[src/rtl/serial_feeder_pkg.sv]
// Shared definitions for the serial operand feeder: FSM state encoding and
// the bit-counter width helper.
package serial_feeder_pkg;

    typedef enum logic {
        IDLE  = 1'b0,
        SHIFT = 1'b1
    } state_e;

    // Bit-counter width for a word of the given width; never below one bit.
    function automatic int cnt_w(input int width);
        return (width < 2) ? 1 : $clog2(width);
    endfunction

endpackage

[src/rtl/serial_sum_deser.sv]
// Deserialises the sum bit stream returned by the downstream serial adder
// into a parallel result. Bits arrive LSB first, one per bit_valid cycle;
// the result is loaded and flagged in the cycle after the last bit.
module serial_sum_deser
    import serial_feeder_pkg::*;
#(
    parameter int WIDTH = 8
) (
    input  logic             clk,
    input  logic             rst,
    input  logic             bit_valid,
    input  logic             last,
    input  logic             sum,
    output logic [WIDTH-1:0] res,
    output logic             res_valid
);

    // Holds the WIDTH-1 bits received so far; the newest bit enters at the top.
    logic [WIDTH-2:0] cap_q, cap_d;
    logic [WIDTH-1:0] res_q, res_d;
    logic             res_valid_q, res_valid_d;
    logic [WIDTH-1:0] word;

    assign word = {sum, cap_q};

    // Next-state: shift on live bits, load the result on the last bit.
    always_comb begin
        cap_d       = cap_q;
        res_d       = res_q;
        res_valid_d = 1'b0;
        if (bit_valid) begin
            cap_d = word[WIDTH-1:1];
            if (last) begin
                res_d       = word;
                res_valid_d = 1'b1;
            end
        end
    end

    // Capture shift register carries data only and needs no reset.
    always_ff @(posedge clk) begin
        cap_q <= cap_d;
    end

    // Result register and its one-cycle valid pulse.
    always_ff @(posedge clk or negedge rst) begin
        if (!rst) begin
            res_q       <= '0;
            res_valid_q <= 1'b0;
        end else begin
            res_q       <= res_d;
            res_valid_q <= res_valid_d;
        end
    end

    assign res       = res_q;
    assign res_valid = res_valid_q;

endmodule

[src/rtl/serial_operand_feeder.sv]
// Serial operand feeder: accepts a parallel operand pair and streams both
// operands LSB first, one bit per cycle, to a downstream serial adder.
// A new pair can be accepted in the last-bit cycle for gapless streaming.
// Optional feature macro SERIAL_FEEDER_SUM_CAPTURE_EN adds the sum input and
// a parallel result capture (res / res_valid) via serial_sum_deser.
module serial_operand_feeder
    import serial_feeder_pkg::*;
#(
    parameter int WIDTH = 8
) (
    input  logic             clk,
    input  logic             rst,
    input  logic             in_valid,
    output logic             in_ready,
    input  logic [WIDTH-1:0] in_a,
    input  logic [WIDTH-1:0] in_b,
    output logic             a,
    output logic             b,
    output logic             bit_valid,
    output logic             first,
    output logic             last,
`ifdef SERIAL_FEEDER_SUM_CAPTURE_EN
    input  logic             sum,
    output logic [WIDTH-1:0] res,
    output logic             res_valid,
`endif
    output logic             busy
);

    localparam int             CW       = cnt_w(WIDTH);
    localparam logic [CW-1:0]  LAST_IDX = CW'(WIDTH - 1);
    localparam logic [CW-1:0]  ONE      = CW'(1);

    state_e           state_q, state_d;
    logic [CW-1:0]    cnt_q, cnt_d;
    logic [WIDTH-1:0] sh_a_q, sh_a_d;
    logic [WIDTH-1:0] sh_b_q, sh_b_d;
    logic             a_q, a_d;
    logic             b_q, b_d;
    logic             bit_valid_q, bit_valid_d;
    logic             first_q, first_d;
    logic             last_q, last_d;
    logic             busy_q, busy_d;
    logic             last_bit;
    logic             accept;

    // The current cycle is presenting bit WIDTH-1 of a word.
    assign last_bit = (state_q == SHIFT) && (cnt_q == LAST_IDX);
    assign in_ready = (state_q == IDLE) || last_bit;
    assign accept   = in_valid && in_ready;

    // Next-state and next-output logic. Bit 0 of an accepted pair goes straight
    // to the output flops; the shift registers keep the remaining bits.
    always_comb begin
        state_d     = state_q;
        cnt_d       = cnt_q;
        sh_a_d      = sh_a_q;
        sh_b_d      = sh_b_q;
        a_d         = 1'b0;
        b_d         = 1'b0;
        bit_valid_d = 1'b0;
        first_d     = 1'b0;
        last_d      = 1'b0;
        if (accept) begin
            state_d     = SHIFT;
            cnt_d       = '0;
            a_d         = in_a[0];
            b_d         = in_b[0];
            sh_a_d      = in_a >> 1;
            sh_b_d      = in_b >> 1;
            bit_valid_d = 1'b1;
            first_d     = 1'b1;
        end else if (state_q == SHIFT) begin
            if (last_bit) begin
                state_d = IDLE;
                cnt_d   = '0;
            end else begin
                cnt_d       = cnt_q + ONE;
                a_d         = sh_a_q[0];
                b_d         = sh_b_q[0];
                sh_a_d      = sh_a_q >> 1;
                sh_b_d      = sh_b_q >> 1;
                bit_valid_d = 1'b1;
                last_d      = ((cnt_q + ONE) == LAST_IDX);
            end
        end
        busy_d = (state_d == SHIFT);
    end

    // Control and output flops; reset discards any partially sent word.
    always_ff @(posedge clk or negedge rst) begin
        if (!rst) begin
            state_q     <= IDLE;
            cnt_q       <= '0;
            a_q         <= 1'b0;
            b_q         <= 1'b0;
            bit_valid_q <= 1'b0;
            first_q     <= 1'b0;
            last_q      <= 1'b0;
            busy_q      <= 1'b0;
        end else begin
            state_q     <= state_d;
            cnt_q       <= cnt_d;
            a_q         <= a_d;
            b_q         <= b_d;
            bit_valid_q <= bit_valid_d;
            first_q     <= first_d;
            last_q      <= last_d;
            busy_q      <= busy_d;
        end
    end

    // Operand shift registers carry data only and need no reset.
    always_ff @(posedge clk) begin
        sh_a_q <= sh_a_d;
        sh_b_q <= sh_b_d;
    end

    assign a         = a_q;
    assign b         = b_q;
    assign bit_valid = bit_valid_q;
    assign first     = first_q;
    assign last      = last_q;
    assign busy      = busy_q;

`ifdef SERIAL_FEEDER_SUM_CAPTURE_EN
    serial_sum_deser #(
        .WIDTH(WIDTH)
    ) u_deser (
        .clk      (clk),
        .rst      (rst),
        .bit_valid(bit_valid_q),
        .last     (last_q),
        .sum      (sum),
        .res      (res),
        .res_valid(res_valid)
    );
`endif

endmodule
[config.mk]
export PLATFORM = sky130hd
export DESIGN_NAME = serial_operand_feeder
export DESIGN_NICKNAME = d
export VERILOG_FILES = /design/src/rtl/serial_feeder_pkg.sv /design/src/rtl/serial_sum_deser.sv /design/src/rtl/serial_operand_feeder.sv
export SDC_FILE = /design/constraint.sdc
export NUM_CORES = 1
export LEC_CHECK = 0
export ABC_AREA = 1
export CORE_UTILIZATION = 50
export DETAILED_ROUTE_END_ITERATION = 16
export DONT_BUFFER_PORTS = 1
export PLACE_DENSITY_LB_ADDON = 0.12
export RECOVER_POWER = 100
export SLEW_MARGIN = 5
export SYNTH_ARGS = -nofsm -noshare
export SYNTH_HDL_FRONTEND = slang
export SYNTH_HIERARCHICAL = 1
export SYNTH_SLANG_ARGS = --single-unit
[constraint.sdc]
create_clock -name clk -period 1.45 [get_ports clk]
set_input_delay 0.145 -clock clk [delete_from_list [all_inputs] [get_ports clk]]
set_output_delay 0.145 -clock clk [all_outputs]
set_load 0.02 [all_outputs]
## Word-level counts from Yosys, hierarchy flattened

Cells that the tools add are included.

- Register bits after elaboration: 22
- Bits of input ports: 19
- Output and inout bits: 7
- Word-level logic and storage cells: 40

- Add/subtract/negate cells: 1
- Eq/ne operators: 3
- Mux-type cells: 22
- Bitwise operators: 1
- Reductions and logical operators: 5

Operators with widths:

| kind | count |
|---|---|
| $mux W7 | 6 |
| $mux W1 | 13 |
| $mux W3 | 3 |
| $eq A3 B3 Y1 const B | 2 |
| $add A3 B1 Y3 const B | 1 |
| $logic_and A1 B1 Y1 | 2 |
| $ne A2 B1 Y1 const B | 1 |
| $reduce_and A2 Y1 | 1 |
| $reduce_bool A2 Y1 | 1 |
| $logic_or A1 B1 Y1 | 1 |
| $not A1 Y1 | 1 |

## Depth between registers and ports, before layout

Gate-level depths: netlist (run 1).

- Depth in word-level cells: 6
- Mapped depth: 8
- Gate-level depth less buffers: 7

## Least setup slack after synthesis (run 1)

OpenSTA, ideal clock, no wires.

- Kind: reg-to-reg
- Start: register cnt_q[0]
- End: register sh_a_q[0] (enable)
- Setup time: 0.327 ns
- Arrival time: 1.248 ns
- Required time: 1.123 ns
- Path slack: -0.125 ns
- Stages on the path, launching flop included: 7
- Path buffers: 0
- Period minus slack after synthesis: 1.575 ns
- Cell sequence: dfrtp_1 ha_1 ha_1 inv_1 nand2_4 inv_2 or2_2

- Word-level cells in the longest chain between the ends: 6
- Elaborated cells between the ends (all ways): 7
- Classes of those cells: eq/ne: 2; reduce/logical: 5

Ends and longest elaborated chain:

| item | line | text |
|---|---|---|
| from (decl) | serial_operand_feeder.sv:35 | `logic [CW-1:0] cnt_q, cnt_d;` |
| from (signal assigned) | serial_operand_feeder.sv:103 | `cnt_q <= cnt_d;` |
| $eq A3 B3 Y1 * | serial_operand_feeder.sv:48 | `assign last_bit = (state_q == SHIFT) && (cnt_q == LAST_IDX);` |
| $logic_and A1 B1 Y1 * | serial_operand_feeder.sv:48 |  |
| $logic_or A1 B1 Y1 | serial_operand_feeder.sv:49 | `assign in_ready = (state_q == IDLE) \|\| last_bit;` |
| $logic_and A1 B1 Y1 | serial_operand_feeder.sv:50 | `assign accept = in_valid && in_ready;` |
| $ne A2 B1 Y1 (no source line) / $reduce_bool A2 Y1 (equally long branches) | n/a |  |
| $reduce_and A2 Y1 (no source line) * | n/a |  |
| to (signal assigned) | serial_operand_feeder.sv:115 | `sh_a_q <= sh_a_d;` |
| to (decl) | serial_operand_feeder.sv:36 | `logic [WIDTH-1:0] sh_a_q, sh_a_d;` |

Every way passes the cells marked *; elsewhere a longest branch is shown, timed or not.
A chain may end at the register's enable or synchronous reset.

## Worst setup path after layout (run 1)

- Start: register cnt_q[1]
- End: output in_ready

- Word-level cells in the longest chain between the ends: 3

Ends and longest elaborated chain:

| item | line | text |
|---|---|---|
| $eq A3 B3 Y1 | serial_operand_feeder.sv:48 |  |
| $logic_and A1 B1 Y1 | serial_operand_feeder.sv:48 |  |
| $logic_or A1 B1 Y1 | serial_operand_feeder.sv:49 |  |
| to (decl) | serial_operand_feeder.sv:14 | `output logic in_ready,` |

Every way passes these cells.

==> flow_metrics.tcl, run 1 <==
set metrics [dict create \
    status "finished with violations" \
    violations "negative setup slack" \
    drt_iter0_drc 11 \
    timing.final.crit_share_pct 103 \
    gr-total-overflow 0 \
    critPathBufInv 2 \
    hpwlAfterDp_mm 1.07 \
    yosysUniqueCellTypes 13 \
    stdcell_count 133 \
    cp.arrival_ns 1.34 \
    grt_pass1_vias 612 \
    drc 0 \
    drt_pass1_iterations 4 \
    cp-end-kind "primary output" \
    synth_area_um2 990 \
    start_kind "register" \
    antenna_found_initial 0 \
    nNetsFinal 131 \
    criticalPathCategory "register to primary output" \
    place_inst 122 \
    ys_ff_latch 22 \
    vias 669 \
    yosysWarningCount 6 \
    cts_made_buffers 3 \
    leakage_nw 0.556 \
    setup_ws_ns -0.0393 \
    synth_top_area_share_pct 42.5 \
    syn_nets 118 \
    viasPerCell 5.03 \
    cpPeakStageDelay_ns 0.40 \
    ctsRootBufferMaster "clkbuf_4" \
    synthTopCellsByArea "edfxtp_1 42%, dfrtp_1 20%, nand2_1 13%" \
    cts_sinks 22 \
    crit_family "flip-flops" \
    max_cap_violations 0 \
    detail-route-antenna-nets 0 \
    portBuffers 0 \
    r2r_slack_ns 0.03 \
    drive_above_1_share_pct 19.4 \
    die_h_um 46.5 \
    placementRows 15 \
    rsz0062_at_grt "true" \
    synthToLayoutAreaGrowth_pct 15.4 \
    die_area_um2 2160 \
    cts_tree "yes" \
    boundaryPins 26 \
    grt_max_degree 18 \
    setup_viol 1 \
    final.fill_count 154 \
    clockBufferDepth 2 \
    max_freq_ghz 0.671 \
    die_w_um 46.5 \
    antenna_cells 0 \
    initial_core_util_pct 55.5 \
    routedWlPerCell_um 13.1 \
    syn_inst 96 \
    synth.largest_area_cell "edfxtp_1" \
    grtUsageTotal_pct 17.8 \
    finalCriticalPeriod_ns 1.49 \
    core_area_um2 1780 \
    maxSlewViolCount 0 \
    yosysSeqAreaShare_pct 62.7 \
    crit_fanout 10 \
    clock_skew_ns 0.00253 \
    power_mw 2.28 \
    crit_required_ns 1.31 \
    slowest_stage "dfrtp_1" \
    path_cells "ha_2 -> ha_4 -> inv_2 -> nand2_4 -> buf_6" \
    grt_pass1_wl_mm 2.64 \
    htreeDepth 1 \
    syn-mean-instance-area_um2 10.3 \
    clk_pin_slew_ns 0.12 \
    worstMarginPinSlew_ns 0.350 \
    hold_viol_final 0 \
    drt_wl_total_mm 1.74 \
    ir_drop_uv 873 \
    hold_class "input pin to register" \
    globalplace.congestion 0.704 \
    p_per_area_nw_per_um2 2000 \
    insertion_delay_ns 0.30 \
    maxSlewHeadroom_pct 76.6 \
]
==> layer usage <==
layer  track usage [%]  vias to the layer above  wire length (um)
met5                 0                        -                 0
met4              7.06                        0                12
met3              4.71                        2                82
met2              27.8                       21               819
met1              23.3                      313               826
li1                  -                      333                 -
==> tightest hold or removal path, cell delays in order <==
cell and delay, ns:
nor2_1 0.06, nand2_1 0.07, nand2_1 0.05
==> cells in the mapped netlist <==
library cell  count
nand2_1          35
edfxtp_1         14
nand3_1          14
dfrtp_1           8
inv_1             6
nor2_1            5
buf_4             4
ha_1              3
nand2_4           2
or2_2             2
buf_8             1
inv_2             1
o21ai_0           1
==> area by class of cell <==
type | instances | area, um2 | share of cell area, %
inverter | 7 | 26.3 | 2.30
tap | 25 | 31.3 | 2.74
clock buffer | 4 | 36.3 | 3.18
multi-input combinational | 63 | 324 | 28.4
timing repair buffer | 12 | 104 | 9.09
sequential | 22 | 621 | 54.3
==> repair_timing <==
item                                    CTS  global route
resized for setup                         2             1
buffers inserted                          1             1
cloned                                    1             0
hold endpoints to repair                 11             0
pin swaps                                 1             1
hold buffers                              4             0
endpoints found under the setup margin   15            24
==> flip-flops by register name, summed over array words and instances, names as in the netlist <==
register / cells
b: 1
busy: 1
last: 1
sh_b_q: 7
first: 1
cnt_q: 3
sh_a_q: 7
a: 1
==> per-stage QoR <==
stage	setup WS [ns]	util (%)	instance area (um2)	TNS (ns)	hold slack [ns]
finish	-0.0393	64.1	1140	-0.0393	0.0517
global placement	0.0384	57.7	1030	0	-0.150
detailed placement	0.0138	57.7	1030	0	-0.150
CTS	-0.0286	63.1	1120	-0.0286	0.0426
global route	-0.0969	64.1	1140	-0.392	0.0423
floorplan	0.00459	-	997	0	-0.151
==> cells by family (layout without fill, tap and decap cells) <==
| logic type | after synthesis | after routing | synth area share (%) |
|---|---|---|---|
| buffers and inverters | 12 | 23 | 7.21 |
| AO/OA/AOI/OAI | 1 | 1 | 0.505 |
| AND/OR/NAND/NOR | 58 | 59 | 25.8 |
| flip-flops | 22 | 22 | 62.7 |
| adder cells (fa/ha/maj) | 3 | 3 | 3.79 |
==> layout by cell type (no fill, tap or decap) <==
master	instances
nand2_1	35
nand3_1	14
edfxtp_1	14
dfrtp_1	8
buf_4	7
inv_1	5
nor2_1	5
dlygate4sd3_1	4
clkbuf_4	3
inv_2	2
nand2_4	2
or2_4	2
or2_2	1
o21ai_0	1
ha_1	1
ha_2	1
ha_4	1
clkbuf_8	1
buf_6	1
==> worst paths after layout <==
check,start,end,cells after the start
max in group asynchronous,rst,busy$_DFF_PN0_,1
min in group asynchronous,rst,cnt_q[1]$_DFFE_PN0P_,1
setup reg to reg,cnt_q[1]$_DFFE_PN0P_,sh_b_q[2]$_DFFE_PP_,6
hold reg to reg,sh_b_q[0]$_DFFE_PP_,b$_DFF_PN0_,2
setup / recovery,cnt_q[1]$_DFFE_PN0P_,in_ready,5
hold / removal,in_valid,cnt_q[2]$_DFFE_PN0P_,3
==> power by group <==
group | internal (mW) | switching, mW
Combinational | 0.349 | 0.463
Clock | 0.153 | 0.178
Sequential | 0.993 | 0.148
Total | 1.50 | 0.788
Note: power is estimated with default switching activity, not from simulation.
==> run 2: changes to the inputs <==
- CAP_MARGIN: not set -> 20
- CELL_PAD_IN_SITES_DETAIL_PLACEMENT: not set -> 0
- CELL_PAD_IN_SITES_GLOBAL_PLACEMENT: not set -> 1
- CORE_UTILIZATION: 50 -> 41
==> run 2 against run 1 <==
Against the previous run:
- the flow still finishes with violations (negative setup slack)
- final area is 2.2% lower
- clock-buffer cell count is 1 lower
- critical path depth stayed put
==> flow_metrics.tcl, run 2 (synthesis gave the netlist of run 1 again) <==
set metrics [dict create \
    setup_viol 1 \
    reg2reg_from "cnt_q[1]$_DFFE_PN0P_" \
    ctsRootBufferMaster "clkbuf_4" \
    portBuffers 0 \
    status "finished with violations" \
    max_freq_ghz 0.678 \
    leakage_nw 0.538 \
    setup_ws_ns -0.0249 \
    core_area_um2 2230 \
    synthToLayoutAreaGrowth_pct 12.9 \
    antenna_cells 0 \
    ir_drop_uv 852 \
    path_cells "ha_2 -> ha_4 -> inv_2 -> nand2_4 -> buf_6" \
    cp-end-kind "primary output" \
    worstMarginPinSlew_ns 0.385 \
    drive_above_1_share_pct 16.0 \
    vias 659 \
    hpwlAfterDp_mm 1.16 \
    detail-route-antenna-nets 0 \
    placementRows 17 \
    nNetsFinal 129 \
    place_inst 125 \
    max_cap_violations 0 \
    grtUsageTotal_pct 15.6 \
    drc 0 \
    layout_commonest_cell "nand2_1" \
    hold_viol_final 0 \
    criticalPathCategory "register to primary output" \
    viasPerCell 4.92 \
    grt_max_degree 18 \
    initial_core_util_pct 44.3 \
    start_kind "register" \
    timing.final.crit_share_pct 102 \
    die_w_um 51.1 \
    finalCriticalPeriod_ns 1.47 \
    clock_skew_ns 0.00410 \
    hold_depth 3 \
    cts_tree "yes" \
    cts_sinks 22 \
    maxSlewHeadroom_pct 74.3 \
    worstHoldStart "in_valid" \
    holdPathEnd "cnt_q[1]$_DFFE_PN0P_" \
    crit_fanout 11 \
    r2r_end "sh_b_q[5]$_DFFE_PP_" \
    postLayoutCellArea_um2 1120 \
    top_regs "sh_a_q: 7 flops, sh_b_q: 7 flops, cnt_q: 3 flops" \
    routedWlPerCell_um 13.1 \
    post_dp_cell_area_um2 1030 \
    gr-total-overflow 0 \
    crit_required_ns 1.31 \
    cpPeakStageDelay_ns 0.40 \
    cts_made_buffers 3 \
    hold_class "input pin to register" \
    drt_wl_total_mm 1.75 \
    p_per_area_nw_per_um2 1930 \
    reg2regPathDepth 6 \
    drt_iter0_drc 7 \
    rsz0062_at_grt "true" \
    stdcell_count 134 \
    die_h_um 51.1 \
    cp.arrival_ns 1.33 \
    setup_tns_ns -0.0249 \
    postCtsSetupBuffers 0 \
    die_area_um2 2610 \
    slowest_stage "dfrtp_1" \
    antenna_found_initial 0 \
    fin_util_pct 50.0 \
    globalplace.congestion 0.707 \
    boundaryPins 26 \
    final_cell_mix "35 x nand2_1, 14 x nand3_1, 14 x edfxtp_1, 8 x dfrtp_1" \
    violations "negative setup slack" \
    maxSlewViolCount 0 \
    r2r_slack_ns 0.06 \
    insertion_delay_ns 0.30 \
    htreeDepth 1 \
    drt_pass1_iterations 4 \
    clockBufferDepth 2 \
    grt_pass1_wl_mm 2.93 \
    final.fill_count 224 \
    clk_pin_slew_ns 0.11 \
    grt_pass1_vias 661 \
]
-- run 2: changes by cell type in the layout (fill, tap and decap cells not counted) --
cell      before  now
clkbuf_8       1    0
clkbuf_1       0    1
buf_4          7    4
clkinv_1       0    1
-- run 2: report_power, final --
group	internal, mW	total (mW)	switching, mW	leakage (nW)
registers	0.994	1.14	0.151	0.258
clock network	0.100	0.276	0.176	0.0154
logic	0.303	0.739	0.436	0.265
-- run 2: how the worst max path moves through the flow --
stage	depth (start not counted)	endpoint	startpoint
final	5	in_ready	cnt_q[1]$_DFFE_PN0P_
after global routing	5	in_ready	cnt_q[1]$_DFFE_PN0P_
after CTS	5	in_ready	cnt_q[0]$_DFFE_PN0P_
after detailed placement	6	sh_b_q[5]$_DFFE_PP_	cnt_q[1]$_DFFE_PN0P_
after global placement	6	sh_a_q[5]$_DFFE_PP_	cnt_q[0]$_DFFE_PN0P_
after floorplan	6	sh_a_q[0]$_DFFE_PP_	cnt_q[1]$_DFFE_PN0P_
-- run 2: timing repair --
| action | in CTS | in global routing |
|---|---|---|
| pin swaps | 1 | 0 |
| gates cloned | 1 | 0 |
| endpoints found under the setup margin | 15 | 7 |
| endpoints found under the hold margin | 11 | 0 |
| hold buffers | 4 | 0 |
| gates resized for setup | 2 | 1 |
-- run 2: layout make-up --
type	count	area (um2)	area share (%)
clock buffers	3	22.5	2.02
flip-flops and latches	22	621	55.5
inverters	7	26.3	2.35
clock inverters	1	3.75	0.336
multi-input cells	63	324	29.0
well taps	28	35.0	3.14
repair buffers	10	85.1	7.61
-- run 2: metrics by stage --
stage          hold slack [ns]  power [mW]  worst slack, ns
6_report                0.0490        2.16          -0.0249
5_1_grt                 0.0504        2.35          -0.0774
4_1_cts                 0.0446        2.18          -0.0463
3_5_place_dp            -0.150        1.86         -0.00382
3_3_place_gp            -0.150        1.85          0.00923
2_1_floorplan           -0.151        1.68          0.00459
-- run 2: worst max-delay path, delay by kind of cell (launching register included) --
family / cells / cell delay (ns)
buf+inv: 2 / 0.21
fa+ha+maj: 2 / 0.35
flops: 1 / 0.40
simple gates: 1 / 0.07
-- run 2: metal layers --
layer | vias up | share of wire, % | wire length (um) | track usage (%)
met5 | - | 0 | 0 | 0
met4 | 0 | 0.86 | 15 | 5.56
met3 | 2 | 3.8 | 66 | 2.68
met2 | 15 | 49 | 857 | 27.4
met1 | 310 | 46 | 810 | 19.1
li1 | 332 | - | - | -
==> run 3: changes to the inputs <==
- CTS_BUF_LIST: not set -> sky130_fd_sc_hd__clkbuf_8 sky130_fd_sc_hd__clkbuf_16
- CTS_CLUSTER_SIZE: not set -> 10
- SLEW_MARGIN: 5 -> not set
==> run 3 against run 2 <==
Against the previous run:
- the flow now finishes without violations
- combinational power barely moved
- first-iteration DRC count is 29% lower
- final cell count down 1.5%
- maximum frequency increased by 4.0%
- sequential power barely moved
- worst hold slack worse by 0.018 ns
- clock power rose by 35%
- global-route usage down 0.25 points
- clock skew decreased by 0.00062 ns
- utilization shrank 0.056 points
- register-to-register slack hardly changed
==> flow_metrics.tcl, run 3 (synthesis gave the netlist of run 1 again) <==
set metrics [dict create \
    criticalPathCategory "register to primary output" \
    placementRows 17 \
    die_area_um2 2610 \
    hold_class "input pin to register" \
    antenna_found_initial 0 \
    drt_wl_total_mm 1.75 \
    core_area_um2 2230 \
    htreeDepth 1 \
    dp_slack_ns -0.00382 \
    final_cell_mix "35 x nand2_1, 14 x nand3_1, 14 x edfxtp_1, 8 x dfrtp_1" \
    drc 0 \
    start_kind "register" \
    place_inst 125 \
    nNetsFinal 127 \
    antenna_cells 0 \
    detail-route-antenna-nets 0 \
    rsz0062_at_grt "true" \
    ir_drop_uv 864 \
    stdcell_count 132 \
    grt_pass1_wl_mm 2.88 \
    viasPerCell 4.87 \
    top_regs "sh_a_q: 7 flops, sh_b_q: 7 flops, cnt_q: 3 flops" \
    final.fill_count 224 \
    clk_pin_slew_ns 0.08 \
    cp.arrival_ns 1.27 \
    drt_iter0_drc 5 \
    setup_ws_ns 0.0317 \
    max_freq_ghz 0.705 \
    setup_viol 0 \
    ctsRootBufferMaster "clkbuf_8" \
    portBuffers 0 \
    gr-total-overflow 0 \
    max_cap_violations 0 \
    routedWlPerCell_um 13.3 \
    die_w_um 51.1 \
    synthToLayoutAreaGrowth_pct 12.8 \
    layout_commonest_cell "nand2_1" \
    grt_max_degree 20 \
    initial_core_util_pct 44.3 \
    maxSlewViolCount 0 \
    cp-end-kind "primary output" \
    leakage_nw 0.537 \
    maxSlewHeadroom_pct 74.2 \
    die_h_um 51.1 \
    finalCriticalPeriod_ns 1.42 \
    grtUsageTotal_pct 15.4 \
    drt_pass1_iterations 4 \
    drive_above_1_share_pct 16.3 \
    insertion_delay_ns 0.25 \
    globalplace.congestion 0.707 \
    worstMarginPinSlew_ns 0.386 \
    hpwlAfterDp_mm 1.16 \
    p_per_area_nw_per_um2 2020 \
    cts_tree "yes" \
    crit_fanout 11 \
    status "completed" \
    postCtsSetupBuffers 0 \
    boundaryPins 26 \
    grt_pass1_vias 657 \
    ff_latch_area_um2 621 \
    clockBufferDepth 2 \
    timing.final.crit_share_pct 97.8 \
    vias 643 \
    multi_input_area_um2 324 \
    cts_sinks 22 \
    clock_skew_ns 0.00348 \
    hold_viol_final 0 \
    cts_made_buffers 3 \
    crit_required_ns 1.31 \
]
[run 3: cell types whose count changed in the layout (fill, tap and decap cells not counted), sizes merged]
cell         change
dlygate4sd3      -2
[run 3: stage by stage]
step	hold WS (ns)	area, um2	setup TNS [ns]	power (mW)	utilization, %
floorplan	-0.151	997	0	1.68	-
global placement	-0.150	1030	0	1.85	46.2
detailed placement	-0.150	1030	-0.0509	1.86	46.2
CTS	0.0183	1110	0	2.28	49.7
global route	0.0332	1120	-0.0129	2.45	50.0
finish	0.0312	1120	0	2.26	50.0
[run 3: power by group]
group / internal [mW] / leakage (nW) / switching, mW
Combinational: 0.300 / 0.256 / 0.437
Clock: 0.188 / 0.0231 / 0.183
Sequential: 0.996 / 0.258 / 0.152
[run 3: layer usage]
metal  track usage [%]  routed length (um)  share of wire, %  vias to the layer above
met5                 0                   0                 0                        -
met4              5.56                  13              0.74                        0
met3              2.08                 101               5.8                        2
met2              27.2                 870                50                       20
met1              18.9                 767                44                      296
li1                  -                   -                 -                      325
[run 3: final cells by class]
| type | instances | share of cell area [%] |
|---|---|---|
| tap | 28 | 3.14 |
| clock inverter | 1 | 0.336 |
| inverter | 7 | 2.35 |
| multi-input combinational | 63 | 29.0 |
| clock buffer | 3 | 3.70 |
| sequential | 22 | 55.6 |
| timing repair buffer | 8 | 5.83 |
[run 3: worst max-delay path, stage by stage, from the launching register on]
cell and delay, ns:
dfrtp_1 0.39, ha_2 0.20, ha_4 0.15, inv_2 0.05, nand2_4 0.07, buf_6 0.16
[run 3: timing repair]
item,CTS,global route
gates resized for setup,2,1
hold buffers,2,0
endpoints found under the setup margin,15,9
endpoints found under the hold margin,9,0
pin swaps,1,0
gates cloned,1,0
[run 3: final timing paths]
path                                 startpoint                    to  slack [ns]  cells past startpoint
max                        cnt_q[1]$_DFFE_PN0P_              in_ready        0.03                      5
min                                     in_b[0]           b$_DFF_PN0_        0.03                      2
max reg2reg                cnt_q[1]$_DFFE_PN0P_   sh_b_q[5]$_DFFE_PP_        0.05                      6
min reg2reg                 sh_a_q[0]$_DFFE_PP_           a$_DFF_PN0_        0.46                      2
max in group asynchronous                   rst  cnt_q[1]$_DFFE_PN0P_        0.93                      1
min in group asynchronous                   rst           b$_DFF_PN0_        0.24                      1
